==> config.mk <==
export PLATFORM = sky130hd
export DESIGN_NAME = can_rx_drain_master
export DESIGN_NICKNAME = d
export VERILOG_FILES = /design/src/rtl/can_regs_pkg.sv /design/src/rtl/wb_byte_master.sv /design/src/rtl/can_rx_drain_master.sv
export SDC_FILE = /design/constraint.sdc
export NUM_CORES = 1
export LEC_CHECK = 0
export CORE_ASPECT_RATIO = 1.25
export CORE_MARGIN = 2
export CORE_UTILIZATION = 52
export DETAILED_ROUTE_END_ITERATION = 10
export GPL_ROUTABILITY_DRIVEN = 0
export HOLD_SLACK_MARGIN = 0.05
export PLACE_DENSITY = 0.8
export SYNTH_ARGS = -nofsm -noshare
export SYNTH_HDL_FRONTEND = slang
export SYNTH_HIERARCHICAL = 1
export SYNTH_SLANG_ARGS = --single-unit
==> constraint.sdc <==
create_clock -name clk -period 2.9 [get_ports clk]
set_input_delay 0.435 -clock clk [delete_from_list [all_inputs] [get_ports clk]]
set_output_delay 0.435 -clock clk [all_outputs]
set_load 0.01 [all_outputs]
==> src/rtl/can_regs_pkg.sv <==
// PeliCAN (SJA1000 extended mode) register map, command/status bits and
// sequencer state encoding shared by the RX drain master and its bus engine.
package can_regs_pkg;

  // Register addresses on the controller's 8-bit register port
  localparam logic [7:0] ADR_CMD         = 8'd1;
  localparam logic [7:0] ADR_SR          = 8'd2;
  localparam logic [7:0] ADR_RX_FI       = 8'd16;
  localparam logic [7:0] ADR_RX_ID       = 8'd17;
  localparam logic [7:0] ADR_RX_DATA_EXT = 8'd21;
  localparam logic [7:0] ADR_RX_DATA_STD = 8'd19;

  // Release-receive-buffer command and receive-buffer-status bit position
  localparam logic [7:0] CMD_RRB = 8'h04;
  localparam int         SR_RBS  = 0;

  // Sequencer state encoding
  localparam logic [2:0] ST_IDLE    = 3'd0;
  localparam logic [2:0] ST_POLL    = 3'd1;
  localparam logic [2:0] ST_WAIT    = 3'd2;
  localparam logic [2:0] ST_FI      = 3'd3;
  localparam logic [2:0] ST_ID      = 3'd4;
  localparam logic [2:0] ST_DATA    = 3'd5;
  localparam logic [2:0] ST_REL     = 3'd6;
  localparam logic [2:0] ST_PRESENT = 3'd7;

  typedef enum logic [2:0] {
    S_IDLE    = ST_IDLE,
    S_POLL    = ST_POLL,
    S_WAIT    = ST_WAIT,
    S_FI      = ST_FI,
    S_ID      = ST_ID,
    S_DATA    = ST_DATA,
    S_REL     = ST_REL,
    S_PRESENT = ST_PRESENT
  } state_e;

  // Number of data bytes actually carried: none for remote frames, and DLC
  // values above 8 still mean 8 bytes on the wire.
  function automatic logic [3:0] payload_len(input logic rtr, input logic [3:0] dlc);
    if (rtr) begin
      payload_len = 4'd0;
    end else if (dlc > 4'd8) begin
      payload_len = 4'd8;
    end else begin
      payload_len = dlc;
    end
  endfunction

endpackage

==> src/rtl/wb_byte_master.sv <==
// Single-byte Wishbone classic master with an ack timeout.
// Ports:
//   req/we/adr/wdat  - access request from the sequencer (held until done/tmo)
//   rdata            - read data captured on the ack edge
//   done             - one-clock pulse after a completed access
//   tmo              - one-clock pulse after an access aborted for lack of ack
//   wbm_*            - Wishbone master port (cyc/stb/adr/dat/we registered)
// done/tmo are used as a one-clock lockout so the still-asserted request of
// the sequencer cannot start a second access; this gives the idle gap.
module wb_byte_master #(
  parameter int ACK_TIMEOUT = 64
) (
  input  logic       clk,
  input  logic       rst_n,
  input  logic       req,
  input  logic       we,
  input  logic [7:0] adr,
  input  logic [7:0] wdat,
  output logic [7:0] rdata,
  output logic       done,
  output logic       tmo,
  output logic [7:0] wbm_adr_o,
  output logic [7:0] wbm_dat_o,
  input  logic [7:0] wbm_dat_i,
  output logic       wbm_we_o,
  output logic       wbm_cyc_o,
  output logic       wbm_stb_o,
  input  logic       wbm_ack_i
);

  localparam int            CW       = $clog2(ACK_TIMEOUT + 1);
  localparam logic [CW-1:0] TMO_LAST = CW'(ACK_TIMEOUT - 1);

  logic          active_r;
  logic [CW-1:0] cnt_r;
  logic [7:0]    adr_r;
  logic [7:0]    dat_r;
  logic          we_r;
  logic [7:0]    rdata_r;
  logic          done_r;
  logic          tmo_r;

  // Bus cycle control, ack-timeout counter and read-data capture
  always_ff @(posedge clk or negedge rst_n) begin
    if (!rst_n) begin
      active_r <= 1'b0;
      cnt_r    <= {CW{1'b0}};
      adr_r    <= 8'd0;
      dat_r    <= 8'd0;
      we_r     <= 1'b0;
      rdata_r  <= 8'd0;
      done_r   <= 1'b0;
      tmo_r    <= 1'b0;
    end else begin
      done_r <= 1'b0;
      tmo_r  <= 1'b0;
      if (active_r) begin
        if (wbm_ack_i) begin
          active_r <= 1'b0;
          rdata_r  <= wbm_dat_i;
          done_r   <= 1'b1;
        end else if (cnt_r == TMO_LAST) begin
          active_r <= 1'b0;
          tmo_r    <= 1'b1;
        end else begin
          cnt_r <= cnt_r + {{(CW-1){1'b0}}, 1'b1};
        end
      end else if (req && !done_r && !tmo_r) begin
        active_r <= 1'b1;
        cnt_r    <= {CW{1'b0}};
        adr_r    <= adr;
        dat_r    <= wdat;
        we_r     <= we;
      end
    end
  end

  assign wbm_cyc_o = active_r;
  assign wbm_stb_o = active_r;
  assign wbm_adr_o = adr_r;
  assign wbm_dat_o = dat_r;
  assign wbm_we_o  = we_r;
  assign rdata     = rdata_r;
  assign done      = done_r;
  assign tmo       = tmo_r;

endmodule

==> src/rtl/can_rx_drain_master.sv <==
// Autonomous reader of the PeliCAN receive buffer: polls status, reads frame
// info, identifier and data, releases the buffer and then presents the frame
// on a valid/ready stream.
// Ports:
//   enable          - gates the start of a new poll only
//   wbm_*           - 8-bit Wishbone classic master to the controller
//   frm_valid/ready - frame stream handshake; frm_* held while valid && !ready
//   frm_ide/rtr/dlc/id/data - decoded frame (data byte 0 in [63:56])
//   bus_err         - one-clock pulse when an access times out
//   busy            - high outside IDLE and WAIT
module can_rx_drain_master
  import can_regs_pkg::*;
#(
  parameter int POLL_INTERVAL = 16,
  parameter int ACK_TIMEOUT   = 64
) (
  input  logic        clk,
  input  logic        rst_n,
  input  logic        enable,
  output logic [7:0]  wbm_adr_o,
  output logic [7:0]  wbm_dat_o,
  input  logic [7:0]  wbm_dat_i,
  output logic        wbm_we_o,
  output logic        wbm_cyc_o,
  output logic        wbm_stb_o,
  input  logic        wbm_ack_i,
  output logic        frm_valid,
  input  logic        frm_ready,
  output logic        frm_ide,
  output logic        frm_rtr,
  output logic [3:0]  frm_dlc,
  output logic [28:0] frm_id,
  output logic [63:0] frm_data,
  output logic        bus_err,
  output logic        busy
);

  localparam int           WW        = $clog2(POLL_INTERVAL + 1);
  localparam logic [WW-1:0] WAIT_LAST = WW'(POLL_INTERVAL - 1);

  state_e        state_r;
  state_e        next_state_s;
  logic          req_s;
  logic          we_s;
  logic [7:0]    adr_s;
  logic [7:0]    wdat_s;
  logic [7:0]    rdata_s;
  logic          done_s;
  logic          tmo_s;
  logic [3:0]    id_last_s;
  logic [7:0]    data_base_s;

  logic [3:0]    idx_r;
  logic [WW-1:0] wait_cnt_r;
  logic [3:0]    nbytes_r;
  logic          ide_r;
  logic          rtr_r;
  logic [3:0]    dlc_r;
  logic [28:0]   id_r;
  logic [63:0]   data_r;
  logic          valid_r;
  logic          busy_r;

  wb_byte_master #(.ACK_TIMEOUT(ACK_TIMEOUT)) u_bus (
    .clk       (clk),
    .rst_n     (rst_n),
    .req       (req_s),
    .we        (we_s),
    .adr       (adr_s),
    .wdat      (wdat_s),
    .rdata     (rdata_s),
    .done      (done_s),
    .tmo       (tmo_s),
    .wbm_adr_o (wbm_adr_o),
    .wbm_dat_o (wbm_dat_o),
    .wbm_dat_i (wbm_dat_i),
    .wbm_we_o  (wbm_we_o),
    .wbm_cyc_o (wbm_cyc_o),
    .wbm_stb_o (wbm_stb_o),
    .wbm_ack_i (wbm_ack_i)
  );

  assign id_last_s   = ide_r ? 4'd3 : 4'd1;
  assign data_base_s = ide_r ? ADR_RX_DATA_EXT : ADR_RX_DATA_STD;

  // Sequencer state register
  always_ff @(posedge clk or negedge rst_n) begin
    if (!rst_n) begin
      state_r <= S_IDLE;
    end else begin
      state_r <= next_state_s;
    end
  end

  // Next-state decode and bus request generation
  always_comb begin
    next_state_s = state_r;
    req_s        = 1'b0;
    we_s         = 1'b0;
    adr_s        = 8'd0;
    wdat_s       = 8'd0;
    case (state_r)
      S_IDLE: begin
        if (enable) next_state_s = S_POLL;
        else        next_state_s = S_IDLE;
      end
      S_POLL: begin
        req_s = 1'b1;
        adr_s = ADR_SR;
        if (tmo_s)       next_state_s = S_WAIT;
        else if (done_s) next_state_s = rdata_s[SR_RBS] ? S_FI : S_WAIT;
        else             next_state_s = S_POLL;
      end
      S_WAIT: begin
        if (wait_cnt_r == WAIT_LAST) next_state_s = S_IDLE;
        else                         next_state_s = S_WAIT;
      end
      S_FI: begin
        req_s = 1'b1;
        adr_s = ADR_RX_FI;
        if (tmo_s)       next_state_s = S_WAIT;
        else if (done_s) next_state_s = S_ID;
        else             next_state_s = S_FI;
      end
      S_ID: begin
        req_s = 1'b1;
        adr_s = ADR_RX_ID + {4'd0, idx_r};
        if (tmo_s)                              next_state_s = S_WAIT;
        else if (done_s && idx_r == id_last_s)  next_state_s = (nbytes_r == 4'd0) ? S_REL : S_DATA;
        else                                    next_state_s = S_ID;
      end
      S_DATA: begin
        req_s = 1'b1;
        adr_s = data_base_s + {4'd0, idx_r};
        if (tmo_s)                                    next_state_s = S_WAIT;
        else if (done_s && idx_r == nbytes_r - 4'd1)  next_state_s = S_REL;
        else                                          next_state_s = S_DATA;
      end
      S_REL: begin
        req_s  = 1'b1;
        we_s   = 1'b1;
        adr_s  = ADR_CMD;
        wdat_s = CMD_RRB;
        if (tmo_s)       next_state_s = S_WAIT;
        else if (done_s) next_state_s = S_PRESENT;
        else             next_state_s = S_REL;
      end
      S_PRESENT: begin
        if (valid_r && frm_ready) next_state_s = S_IDLE;
        else                      next_state_s = S_PRESENT;
      end
      default: next_state_s = S_IDLE;
    endcase
  end

  // Frame assembly, byte/wait counters and registered stream/status outputs
  always_ff @(posedge clk or negedge rst_n) begin
    if (!rst_n) begin
      idx_r      <= 4'd0;
      wait_cnt_r <= {WW{1'b0}};
      nbytes_r   <= 4'd0;
      ide_r      <= 1'b0;
      rtr_r      <= 1'b0;
      dlc_r      <= 4'd0;
      id_r       <= 29'd0;
      data_r     <= 64'd0;
      valid_r    <= 1'b0;
      busy_r     <= 1'b0;
    end else begin
      // byte index restarts on every state change, advances per completed access
      if (state_r != next_state_s) idx_r <= 4'd0;
      else if (done_s)             idx_r <= idx_r + 4'd1;

      if (state_r == S_WAIT) wait_cnt_r <= wait_cnt_r + {{(WW-1){1'b0}}, 1'b1};
      else                   wait_cnt_r <= {WW{1'b0}};

      // a new frame starts from a clean slate so unused bytes/ID bits read 0
      if (state_r == S_POLL && next_state_s == S_FI) begin
        ide_r    <= 1'b0;
        rtr_r    <= 1'b0;
        dlc_r    <= 4'd0;
        nbytes_r <= 4'd0;
        id_r     <= 29'd0;
        data_r   <= 64'd0;
      end

      if (state_r == S_FI && done_s) begin
        ide_r    <= rdata_s[7];
        rtr_r    <= rdata_s[6];
        dlc_r    <= rdata_s[3:0];
        nbytes_r <= payload_len(rdata_s[6], rdata_s[3:0]);
      end

      if (state_r == S_ID && done_s) begin
        if (ide_r) begin
          case (idx_r[1:0])
            2'd0:    id_r[28:21] <= rdata_s;
            2'd1:    id_r[20:13] <= rdata_s;
            2'd2:    id_r[12:5]  <= rdata_s;
            default: id_r[4:0]   <= rdata_s[7:3];
          endcase
        end else begin
          case (idx_r[1:0])
            2'd0:    id_r[10:3] <= rdata_s;
            default: id_r[2:0]  <= rdata_s[7:5];
          endcase
        end
      end

      if (state_r == S_DATA && done_s) begin
        data_r[6'd63 - {idx_r[2:0], 3'b000} -: 8] <= rdata_s;
      end

      valid_r <= (next_state_s == S_PRESENT);
      busy_r  <= (next_state_s != S_IDLE) && (next_state_s != S_WAIT);
    end
  end

  assign frm_valid = valid_r;
  assign frm_ide   = ide_r;
  assign frm_rtr   = rtr_r;
  assign frm_dlc   = dlc_r;
  assign frm_id    = id_r;
  assign frm_data  = data_r;
  assign bus_err   = tmo_s;
  assign busy      = busy_r;

endmodule

==> out/qor.yml <==
synthesis:
  synth_compound_gate_area_share_pct: 20.1
  yosys.area_share.adder_pct: 2.62
  synthMuxAreaShare_pct: 4.98
  synth.avg_cell_area_um2: 11.2
  synthXorXnorAreaFrac_pct: 1.51
  synth_top_family_by_area: "compound AO/OA/AOI/OAI gates"
  ys_seq_area_share_pct: 54.6
  synthSimpleGateAreaFrac_pct: 11.5
  synth-seq-cells: 152
  synth-edff-count: 0
  syn_inst: 620
  ys_types: 60
  synth_warnings: 6
  async_flop_share_pct: 100
  netlist_area_mm2: 0.00696
  synth-main-ff-cell: "dfrtp_1"
finish:
  syn_to_final_growth_pct: 29.4
  final_util_pct: 68.4
  antenna_cells: 0
  nets: 779
  nFillCells: 995
  post-route-cell-area_mm2: 0.00901
  fin_cells: 934
  layout-drive-gt1-share_pct: 11.4
routing:
  via_per_inst: 6.00
  wl_per_cell_um: 19.3
  drt_pass1_iterations: 5
  wl_um: 18000
  drt_iter0_drc: 404
  drcViolationCount: 0
  num_vias: 5603
  drtAntennaViolNets: 0
setup_path:
  crit_path_end_kind: "flip-flop"
  critPathKind: "flip-flop to flip-flop"
  slowest_delay_ns: 0.47
  cp_cell_sequence: "nor2b_1 > nand2_1 > nor2_1 > ha_1 > a21o_1 > a21oi_1 > xnor2_1 > nor2_1 > mux2_4"
  cp_common_cell: "nor2_1"
  path_buf_inv: 0
  cpLargestDelayFamily: "simple AND/OR/NAND/NOR gates"
  critical_path_required_ns: 3.20
  slowest_stage: "dfrtp_1"
  cp.arrival_ns: 2.76
  critPathLaunchType: "flip-flop"
  worst-path-max-fanout: 7
global_route:
  grt_overflow: 0
  grt_pass1_vias: 5686
  antenna_found_initial: 0
  grt_max_degree: 76
  grt_usage_pct: 26.3
  grt_pass1_wl_um: 29400
placed_design:
  postPlaceCellArea_mm2: 0.00845
  io_buffers: 133
  pre_cts_ws_ns: 0.495
  dp.cells: 904
  dp_hpwl_um: 12600
pwr:
  clockPowerShare_pct: 25.4
  ir_drop_v: 0.000590
  comb_power_share_pct: 34.5
  intPower_mw: 5.22
  power_frac_seq_pct: 40.1
  netSwitchingFraction_pct: 36.5
  switchingPower_mw: 3.00
  p_leak_nw: 3.92
  p_per_area_mw_per_mm2: 913
  fin_total_pwr_mw: 8.23
timing:
  setup_tns_ns: 0
  hold_ws_ns: 0.0293
  skew_ns: 0.00767
  setup_ws_ns: 0.440
  drv_slew: 0
  min_period_ns: 2.46
  rsz0062_at_grt: "no"
  period_share_pct: 84.8
  slew_headroom_pct: 41.6
  worst_slew_pin_slew_ns: 0.876
  max_freq_ghz: 0.406
  hold_viol: 0
  finalSetupViolCount: 0
outcome:
  status: "finished, final reports clean"
floorplan:
  fp-row-count: 47
  initial_core_util_pct: 52.9
  die_area_mm2: 0.0143
  die_h_um: 133
  io_pins: 134
  die_w_um: 108
  core_mm2: 0.0132
hold_path:
  hp-class: "primary input to asynchronous set/reset pin"
cts:
  cts_htree_levels: 4
  postCtsHoldBufs: 0
  ctsResizeCount: 0
  root_buffer: "clkbuf_16"
  path_clk_slew_ns: 0.06
  post-cts-setup-buffers: 0
  clk_path_buf_depth: 2
  cts_made_buffers: 17
  cts_tree: "built"
  clkLatencyLatePin_ns: 0.42
  clock_sinks: 152
run:
  drv_cap: 0
cell families (layout without fill, tap and decap cells):
kind of cell | after synthesis | in the layout
and+or+nand+nor | 162 | 162
buffers and inverters | 68 | 203
other | 1 | 9
muxes | 28 | 28
xor gates and xnor gates | 12 | 12
adders and majority gates | 14 | 14
DFF | 152 | 152
AOI/OAI and AO/OA | 183 | 183
final timing paths:
check,startpoint,to,slack [ns],cells past startpoint
worst max-delay path,state_r[0],u_bus/wbm_adr_o[3],0.44,9
worst min-delay path,rst_n,frm_data[50],0.03,1
worst max register to register,state_r[0],u_bus/wbm_adr_o[3],0.44,9
worst min register to register,wait_cnt_r[0],wait_cnt_r[0],0.47,1
max in group asynchronous,rst_n,frm_id[15],2.07,2
min in group clk,wait_cnt_r[0],wait_cnt_r[0],0.47,1
cell usage after synthesis, types with 4 or more instances:
master / n / area (um2)
ha_1: 13 / 163
a22o_1: 48 / 420
nor2_1: 34 / 128
a21oi_1: 15 / 75.1
mux2_2: 17 / 191
xnor2_1: 10 / 87.6
mux2_4: 9 / 135
buf_1: 9 / 33.8
nor2b_1: 7 / 43.8
a22oi_1: 9 / 67.6
buf_6: 4 / 45.0
o21ai_0: 47 / 235
nand2_1: 54 / 203
clkbuf_1: 23 / 86.3
o211ai_1: 5 / 37.5
nand4_1: 4 / 25.0
dfrtp_1: 152 / 3800
inv_1: 21 / 78.8
and3_1: 11 / 68.8
a21oi_4: 6 / 97.6
nor3_1: 9 / 45.0
a32o_1: 23 / 230
o21ai_1: 9 / 45.0
nand3_1: 22 / 110
buf_2: 8 / 40.0
nor3b_1: 5 / 37.5
registers in the layout (all words and copies together) (netlist names), 3 cells and up:
signal	cells
frm_data	64
frm_id	29
u_bus/rdata	8
u_bus/wbm_adr_o	8
u_bus/wbm_dat_o	8
u_bus/cnt_r	7
wait_cnt_r	5
frm_dlc	4
idx_r	4
nbytes_r	4
state_r	3
routing by layer:
layer | track usage, % | up-vias | wire (um)
met5 | 0 | - | 0
met4 | 11.0 | 0 | 559
met3 | 5.82 | 57 | 1270
met2 | 43.7 | 277 | 8980
met1 | 33.1 | 2761 | 7190
li1 | - | 2508 | -
power groups by stage:
stage / Combinational (mW) / Clock (mW) / Sequential, mW
after floorplan: 1.79 / 0 / 3.08
after global placement: 2.72 / 0 / 3.28
after detailed placement: 2.83 / 0 / 3.30
after CTS: 2.85 / 2.11 / 3.28
after global routing: 3.09 / 2.23 / 3.36
final: 2.84 / 2.09 / 3.30
placed cells by master (no fill, tap or decap), types with 9 or more instances in the layout:
master and n:
and3_1 11, a21oi_1 15, mux2_2 17, nor3_1 9, clkdlybuf4s50_1 132, nand2_1 54, o21ai_1 9, clkbuf_16 17
o21ai_0 47, buf_4 18, a22oi_1 9, nand3_1 22, nor2_1 34, ha_1 13, conb_1 9, inv_1 21
a32o_1 23, dfrtp_1 152, xnor2_1 10, mux2_4 9, a22o_1 48
area by class of cell:
type                       count  area (um2)  share of cell area (%)
clock inverter                12         119                    1.32
clock buffer                  18         439                    4.87
timing repair buffer         152        1490                    16.5
multi-input combinational    408        2870                    31.8
sequential                   152        3800                    42.2
inverter                      21        78.8                   0.875
tap                          171         214                    2.37
No activity file was read; power rests on OpenSTA's default activity.
